<file path="src/rtl/mix_columns_seq.sv">
// Sequential AES MixColumns / InvMixColumns engine.
// Accepts one 128-bit state, transforms COLS_PER_CYCLE columns per clock,
// and holds the result until the downstream handshake completes.
//
// state | meaning
// IDLE  | empty, ready for a new state
// BUSY  | transforming column groups, counter selects the group
// DONE  | result valid in the work register, waiting for outReady
module mix_columns_seq #(
  parameter int COLS_PER_CYCLE = 1
) (
  input  logic         clk,
  input  logic         reset,
  input  logic         inValid,
  output logic         inReady,
  input  logic [127:0] stateIn,
  input  logic         inverse,
  output logic         outValid,
  input  logic         outReady,
  output logic [127:0] stateOut
);

  localparam int N  = 4 / COLS_PER_CYCLE;
  localparam int CW = (N > 1) ? $clog2(N) : 1;

  localparam logic [1:0] S_IDLE = 2'd0;
  localparam logic [1:0] S_BUSY = 2'd1;
  localparam logic [1:0] S_DONE = 2'd2;

  generate
    if (COLS_PER_CYCLE != 1 && COLS_PER_CYCLE != 2 && COLS_PER_CYCLE != 4) begin : g_bad_cfg
      $error("mix_columns_seq: COLS_PER_CYCLE must be 1, 2 or 4");
    end
  endgenerate

  logic [1:0]    state_q, state_d;
  logic [127:0]  work_q, work_d;
  logic          mode_q, mode_d;
  logic [CW-1:0] cnt_q, cnt_d;

  function automatic logic [7:0] xtime(input logic [7:0] a);
    return {a[6:0], 1'b0} ^ (a[7] ? 8'h1b : 8'h00);
  endfunction

  // One column through the forward or inverse matrix; row 0 is the top byte.
  function automatic logic [31:0] mix_col(input logic [31:0] col, input logic inv);
    logic [7:0] a  [4];
    logic [7:0] x2 [4];
    logic [7:0] x4 [4];
    logic [7:0] x8 [4];
    logic [7:0] acc;
    logic [31:0] res;
    res = '0;
    for (int j = 0; j < 4; j++) begin
      a[j]  = col[31-8*j -: 8];
      x2[j] = xtime(a[j]);
      x4[j] = xtime(x2[j]);
      x8[j] = xtime(x4[j]);
    end
    for (int r = 0; r < 4; r++) begin
      acc = '0;
      for (int j = 0; j < 4; j++) begin
        // coefficient position within the rotated row
        case ((j - r + 4) % 4)
          0:       acc ^= inv ? (x8[j] ^ x4[j] ^ x2[j]) : x2[j];
          1:       acc ^= inv ? (x8[j] ^ x2[j] ^ a[j])  : (x2[j] ^ a[j]);
          2:       acc ^= inv ? (x8[j] ^ x4[j] ^ a[j])  : a[j];
          default: acc ^= inv ? (x8[j] ^ a[j])          : a[j];
        endcase
      end
      res[31-8*r -: 8] = acc;
    end
    return res;
  endfunction

  assign inReady  = (state_q == S_IDLE) || ((state_q == S_DONE) && outReady);
  assign outValid = (state_q == S_DONE);
  assign stateOut = work_q;

  // Next-state logic: acceptance, per-group transform, and output handshake.
  always_comb begin
    state_d = state_q;
    work_d  = work_q;
    mode_d  = mode_q;
    cnt_d   = cnt_q;
    case (state_q)
      S_IDLE: begin
        if (inValid) begin
          work_d  = stateIn;
          mode_d  = inverse;
          cnt_d   = '0;
          state_d = S_BUSY;
        end
      end
      S_BUSY: begin
        for (int c = 0; c < 4; c++) begin
          if ((c / COLS_PER_CYCLE) == int'(cnt_q)) begin
            work_d[32*c +: 32] = mix_col(work_q[32*c +: 32], mode_q);
          end
        end
        if (cnt_q == CW'(N - 1)) begin
          state_d = S_DONE;
        end else begin
          cnt_d = cnt_q + CW'(1);
        end
      end
      S_DONE: begin
        if (outReady) begin
          if (inValid) begin
            work_d  = stateIn;
            mode_d  = inverse;
            cnt_d   = '0;
            state_d = S_BUSY;
          end else begin
            state_d = S_IDLE;
          end
        end
      end
      default: state_d = S_IDLE;
    endcase
  end

  // State registers; reset discards any in-flight state.
  always_ff @(posedge clk or posedge reset) begin
    if (reset) begin
      state_q <= S_IDLE;
      work_q  <= '0;
      mode_q  <= 1'b0;
      cnt_q   <= '0;
    end else begin
      state_q <= state_d;
      work_q  <= work_d;
      mode_q  <= mode_d;
      cnt_q   <= cnt_d;
    end
  end

endmodule
</file>
<file path="config.mk">
export PLATFORM = sky130hd
export DESIGN_NAME = mix_columns_seq
export DESIGN_NICKNAME = d
export VERILOG_FILES = /design/src/rtl/mix_columns_seq.sv
export SDC_FILE = /design/constraint.sdc
export NUM_CORES = 1
export LEC_CHECK = 0
export BUFFER_PORTS_ARGS = -buffer_cell sky130_fd_sc_hd__buf_2
export CAP_MARGIN = 30
export CORE_MARGIN = 10
export CORE_UTILIZATION = 63
export CTS_CLUSTER_SIZE = 25
export DETAILED_ROUTE_END_ITERATION = 8
export PLACE_DENSITY = 0.89
export SLEW_MARGIN = 5
export SYNTH_ARGS = -nofsm -noshare
export SYNTH_HDL_FRONTEND = slang
export SYNTH_SLANG_ARGS = --single-unit
</file>
<file path="constraint.sdc">
create_clock -name clk -period 6.1 [get_ports clk]
set_clock_uncertainty 0.2 [all_clocks]
set_input_delay 0.305 -clock clk [delete_from_list [all_inputs] [get_ports clk]]
set_output_delay 0.305 -clock clk [all_outputs]
set_load 0.01 [all_outputs]
</file>
# After elaboration in Yosys (flattened, before gate mapping)
# Index checks and enable logic that the tools add are counted.
# classes
n_addsub	1
mul	0
n_div	0
magnitude_cmp	0
n_eq_ne	14
n_shift	0
muxes	227
bitwise	208
n_reduce_logical	13
# op_table
operator	count
8-bit 2-to-1 mux	160
8-bit bitwise XOR	160
128-bit one-hot mux with 3 select lines	1
8-bit by 5-bit bitwise XOR with 8-bit output	48
128-bit 2-to-1 mux	2
5-bit 2-to-1 mux	48
32-bit 2-to-1 mux	4
3-bit AND reduction	6
2-bit inequality test, second input constant	7
2-bit 2-to-1 mux	6
2-bit one-hot mux with 3 select lines	2
2-bit == test, first input constant	2
2-bit == test, second input constant	2
2-bit logical NOT	2
1-bit 2-to-1 mux	3
3-bit nonzero test	1
2-bit by 1-bit adder with 2-bit output, second input constant	1
1-bit by 2-bit == test with 1-bit output, first input constant	1
2-bit by 1-bit == test with 1-bit output, second input constant	1
2-bit by 1-bit inequality test with 1-bit output, second input constant	1
1-bit one-hot mux with 2 select lines	1
2-bit AND reduction	1
2-bit nonzero test	1
1-bit logical AND	1
1-bit logical OR	1
# word_totals
ff_bits	133
latch_bits	0
ramBits	0
romBits	0
inputBits	133
wordCells	470
n_memories	0

# Logic depth before layout (Yosys ltp)
# logic_depth
ltp_word	20
ltp_mapped	9

# Least setup slack after synthesis
# OpenSTA, ideal clock, no wires.
# synth_timing
path_type	flip-flop to flip-flop
start	register work_q[77], in the netlist stateOut[77]
end	register work_q[68], in the netlist stateOut[68]
arrival_time_ns	2.381
required_ns	5.775
slack_ns	3.394
path_stages_with_launch	9
path_buffers	1
period_less_slack_ns	2.706
cell_sequence	dfrtp_1 -> buf_2 -> xnor2_2 -> xnor3_2 -> xnor3_1 -> and2_4 -> xnor3_1 -> a21oi_1 -> mux2_2
# synth_via
elab_chain_len	12
# synth_rtl
element	line_no	source
start, declared	37	logic [127:0] work_q, work_d;
start signal, assigned	132	work_q <= work_d;
8-bit by 5-bit bitwise XOR with 8-bit output (2 in a row)	42	return {a[6:0], 1'b0} ^ (a[7] ? 8'h1b : 8'h00);
5-bit 2-to-1 mux	42	
8-bit by 5-bit bitwise XOR with 8-bit output	42	
8-bit bitwise XOR	68	default: acc ^= inv ? (x8[j] ^ a[j]) : a[j];
8-bit 2-to-1 mux	68	
8-bit bitwise XOR	68	
8-bit 2-to-1 mux	97	if ((c / COLS_PER_CYCLE) == int'(cnt_q)) begin
8-bit 2-to-1 mux	86	case (state_q)
8-bit bitwise XOR	65	0: acc ^= inv ? (x8[j] ^ x4[j] ^ x2[j]) : x2[j];
32-bit 2-to-1 mux	97	
128-bit one-hot mux with 3 select lines	86	
# No other way between the ends. The select of a mux whose other input is x is not followed.
# A chain may end at the register's enable or synchronous reset.

# Final worst setup path
# layout_timing
start	register work_q[87], in the netlist stateOut[87]
end	register work_q[78], in the netlist stateOut[78]
# layout_via
elab_chain_len	15
# layout_rtl
element	line_no	source
5-bit 2-to-1 mux	42	
8-bit by 5-bit bitwise XOR with 8-bit output (3 in a row)	42	
8-bit bitwise XOR	-	
8-bit 2-to-1 mux	-	
8-bit bitwise XOR	68	
8-bit 2-to-1 mux	97	
8-bit 2-to-1 mux	86	
8-bit bitwise XOR	65	
8-bit 2-to-1 mux	97	
8-bit 2-to-1 mux	86	
8-bit bitwise XOR	66	1: acc ^= inv ? (x8[j] ^ x2[j] ^ a[j]) : (x2[j] ^ a[j]);
32-bit 2-to-1 mux	97	
128-bit one-hot mux with 3 select lines	86	
# No other way between the ends. The select of a mux whose other input is x is not followed.

==> results.json <==
{
  "core_sq_mm": 0.0224,
  "path_cells": "xnor2_1 -> xnor2_1 -> xnor3_1 -> nor2b_1 -> xor3_1 -> mux2i_1 -> o21ai_0",
  "io_buffers": 262,
  "worst_path_max_delay_cell": "xnor2_1",
  "startpoint_type": "flip-flop",
  "place.gp.congestion": 0.959,
  "drcViolationCount": 0,
  "critPathMaxStageDelay_ns": 0.63,
  "die_area_sq_mm": 0.0291,
  "cap_viol_max_count": 0,
  "vias": 12100,
  "ios": 263,
  "synth.avg_cell_area_sq_um": 9.17,
  "gr-total-overflow": 0,
  "path_common_cell": "xnor2_1",
  "whs_path_depth": 3,
  "rows": 55,
  "worst_pin_slew_ns": 0.978,
  "drtPass1Iterations": 5,
  "crit_buf_inv": 0,
  "htreeDepth": 4,
  "cts_root_buf": "clkbuf_16",
  "ys_seq_area_share_pct": 23.3,
  "area_growth_pct": 19.8,
  "crit_family": "XOR/XNOR gates",
  "syn_nets": 1694,
  "hold_end": "stateOut[28]",
  "synth_seq_cells": 133,
  "antenna_found_initial": 2,
  "path_max_fanout": 11,
  "worst_slack_ns": 2.76,
  "slew_violations": 0,
  "max_freq_mhz": 299,
  "holdCritStartpoint": "stateIn[28]",
  "dp_hpwl_microns": 30100,
  "hold_viol": 0,
  "dp_worst_setup_slack_ns": 3.05,
  "clkTransAtPathRegs_ns": 0.07,
  "grt_first_pass_wirelength_microns": 69000,
  "cts_buffers": 17,
  "cp_data_required_time_ns": 6.16,
  "clock-sinks": 133,
  "setup.worst_path.class": "reg -> reg",
  "endpoint_kind": "flip-flop",
  "r2r_cells": 7,
  "status": "complete, no violations",
  "maxSlewHeadroom_pct": 34.3,
  "grt_max_degree": 82,
  "cts_tree": "built",
  "synth_cells": 1557,
  "start_util_pct": 63.6,
  "drt-initial-drc-count": 1235,
  "synth_edf_count": 0,
  "rsz0062_at_grt": "false",
  "yosys_most_used_dff": "dfrtp_1",
  "ys_types": 38,
  "cts_buffer_depth": 2,
  "r2r_setup_slack_ns": 2.76,
  "yosys_warnings": 0,
  "die_h_microns": 171,
  "insertion_delay_ns": 0.43,
  "r2r_start": "stateOut[87]",
  "finalWirelength_microns": 43900,
  "wl_per_cell_microns": 20.9,
  "r2r_end": "stateOut[78]",
  "nets": 1936,
  "dieWidth_microns": 171,
  "min_period_over_period_pct": 54.8,
  "post_cts_buffers": 0,
  "drive_above_1_share_pct": 18.1,
  "async_flop_share_pct": 100,
  "grt_use_total_pct": 29.7,
  "hold_path.class": "in -> reg",
  "finalCriticalPeriod_ns": 3.34,
  "vias_per_cell": 5.75,
  "syn_area_sq_mm": 0.0143,
  "grt_pass1_vias": 12600,
  "setup_violations": 0,
  "tns_ns": 0,
  "arrival_ns": 3.41,
  "drtAntennaViolNets": 0
}
how the worst max path moves through the flow:
stage	from	endpoint	slack (ns)	depth (start not counted)
final	stateOut[87]	stateOut[78]	2.76	7
after global routing	stateOut[79]	stateOut[78]	2.62	7
after CTS	stateOut[79]	stateOut[78]	2.92	7
after detailed placement	stateOut[79]	stateOut[78]	3.05	7
after global placement	state_q[0]	stateOut[105]	3.27	6
after floorplan	reset	cnt_q[0]	2.04	1
flip-flops by register name, summed over array words and instances, names as in the netlist:
name / cells
stateOut: 128
cnt_q: 2
state_q: 2
mode_q: 1
worst register-to-register path: stages (launching register included):
cell,delay (ns)
dfrtp_1,0.56
xnor2_1,0.63
xnor2_1,0.32
xnor3_1,0.41
nor2b_1,0.28
xor3_1,0.41
mux2i_1,0.20
o21ai_0,0.16
through the flow:
stage          hold slack, ns  instances  area, sq um  util, %
2_1_floorplan           0.210       1557        14300        -
3_3_place_gp            0.296       1970        15500     68.9
3_5_place_dp            0.303       1971        15500     69.0
4_1_cts              0.000553       2097        17100     76.2
5_1_grt               0.00555       2098        17100     76.2
6_report              0.00832       2098        17100     76.2
placed cells by master, fill, tap and decap left out, types with 9 or more instances in the layout:
| cell type | Yosys | final |
|---|---|---|
| buf_2 | 33 | 262 |
| xor2_1 | 161 | 161 |
| nor3_1 | 10 | 10 |
| mux2i_1 | 70 | 70 |
| dfrtp_1 | 133 | 132 |
| a21oi_1 | 29 | 25 |
| o21ai_0 | 122 | 122 |
| and3_1 | 17 | 17 |
| nor2b_1 | 10 | 9 |
| xnor2_1 | 457 | 457 |
| nand2_1 | 191 | 191 |
| dlygate4sd3_1 | 0 | 94 |
| o211ai_1 | 13 | 13 |
| clkbuf_16 | 0 | 17 |
| buf_4 | 3 | 10 |
| xnor3_1 | 62 | 62 |
| o31ai_1 | 9 | 9 |
| nand3_1 | 17 | 17 |
| nor2_1 | 51 | 51 |
layer usage:
metal	track usage, %	up-vias	routed length (microns)
met2	50.2	598	21900
met3	6.18	132	3450
met5	0	-	0
met4	13.2	0	1700
met1	35.9	5860	16800
li1	-	5472	-
what timing repair did:
item,in CTS,in global routing
endpoints found under the hold margin,169,0
hold buffers,94,0
resized for setup,0,0
cells by family after synthesis:
kind of cell / count (synthesis) / synth area share (%)
compound gates: 188 / 7.10
xor+xnor: 700 / 50.6
fa+ha+maj: 4 / 0.351
buf+inv: 148 / 4.32
flops: 133 / 23.3
mux: 73 / 5.15
simple gates: 311 / 9.19
Yosys cell counts, drive strengths merged (4+ instances only):
master | count | share of area [%]
xnor3 | 65 | 10
a21oi | 29 | 1.0
a31oi | 8 | 0.35
ha | 4 | 0.35
nand2 | 191 | 5.0
o211ai | 13 | 0.68
nor3 | 10 | 0.35
buf | 50 | 1.7
nand2b | 9 | 0.39
nor2b | 10 | 0.44
nand3 | 17 | 0.60
mux2i | 70 | 4.9
inv | 4 | 0.11
xor3 | 8 | 1.3
dfrtp | 133 | 23
and3 | 17 | 0.75
xnor2 | 463 | 29
o31ai | 9 | 0.47
o21ai | 127 | 4.5
xor2 | 164 | 10
nor2 | 51 | 1.3
clkbuf | 94 | 2.5
area by class of cell:
class	count	area [sq um]
tap	285	357
clock buffer	21	470
fill	1445	5340
multi-input combinational	1276	10400
timing repair buffer	367	2350
antenna	1	2.50
clock inverter	11	198
sequential	133	3330
inverter	4	20.0
Power is left out: the tool's default activity adds up to more than one toggle a clock period on the data nets, which glitch-free logic cannot reach.
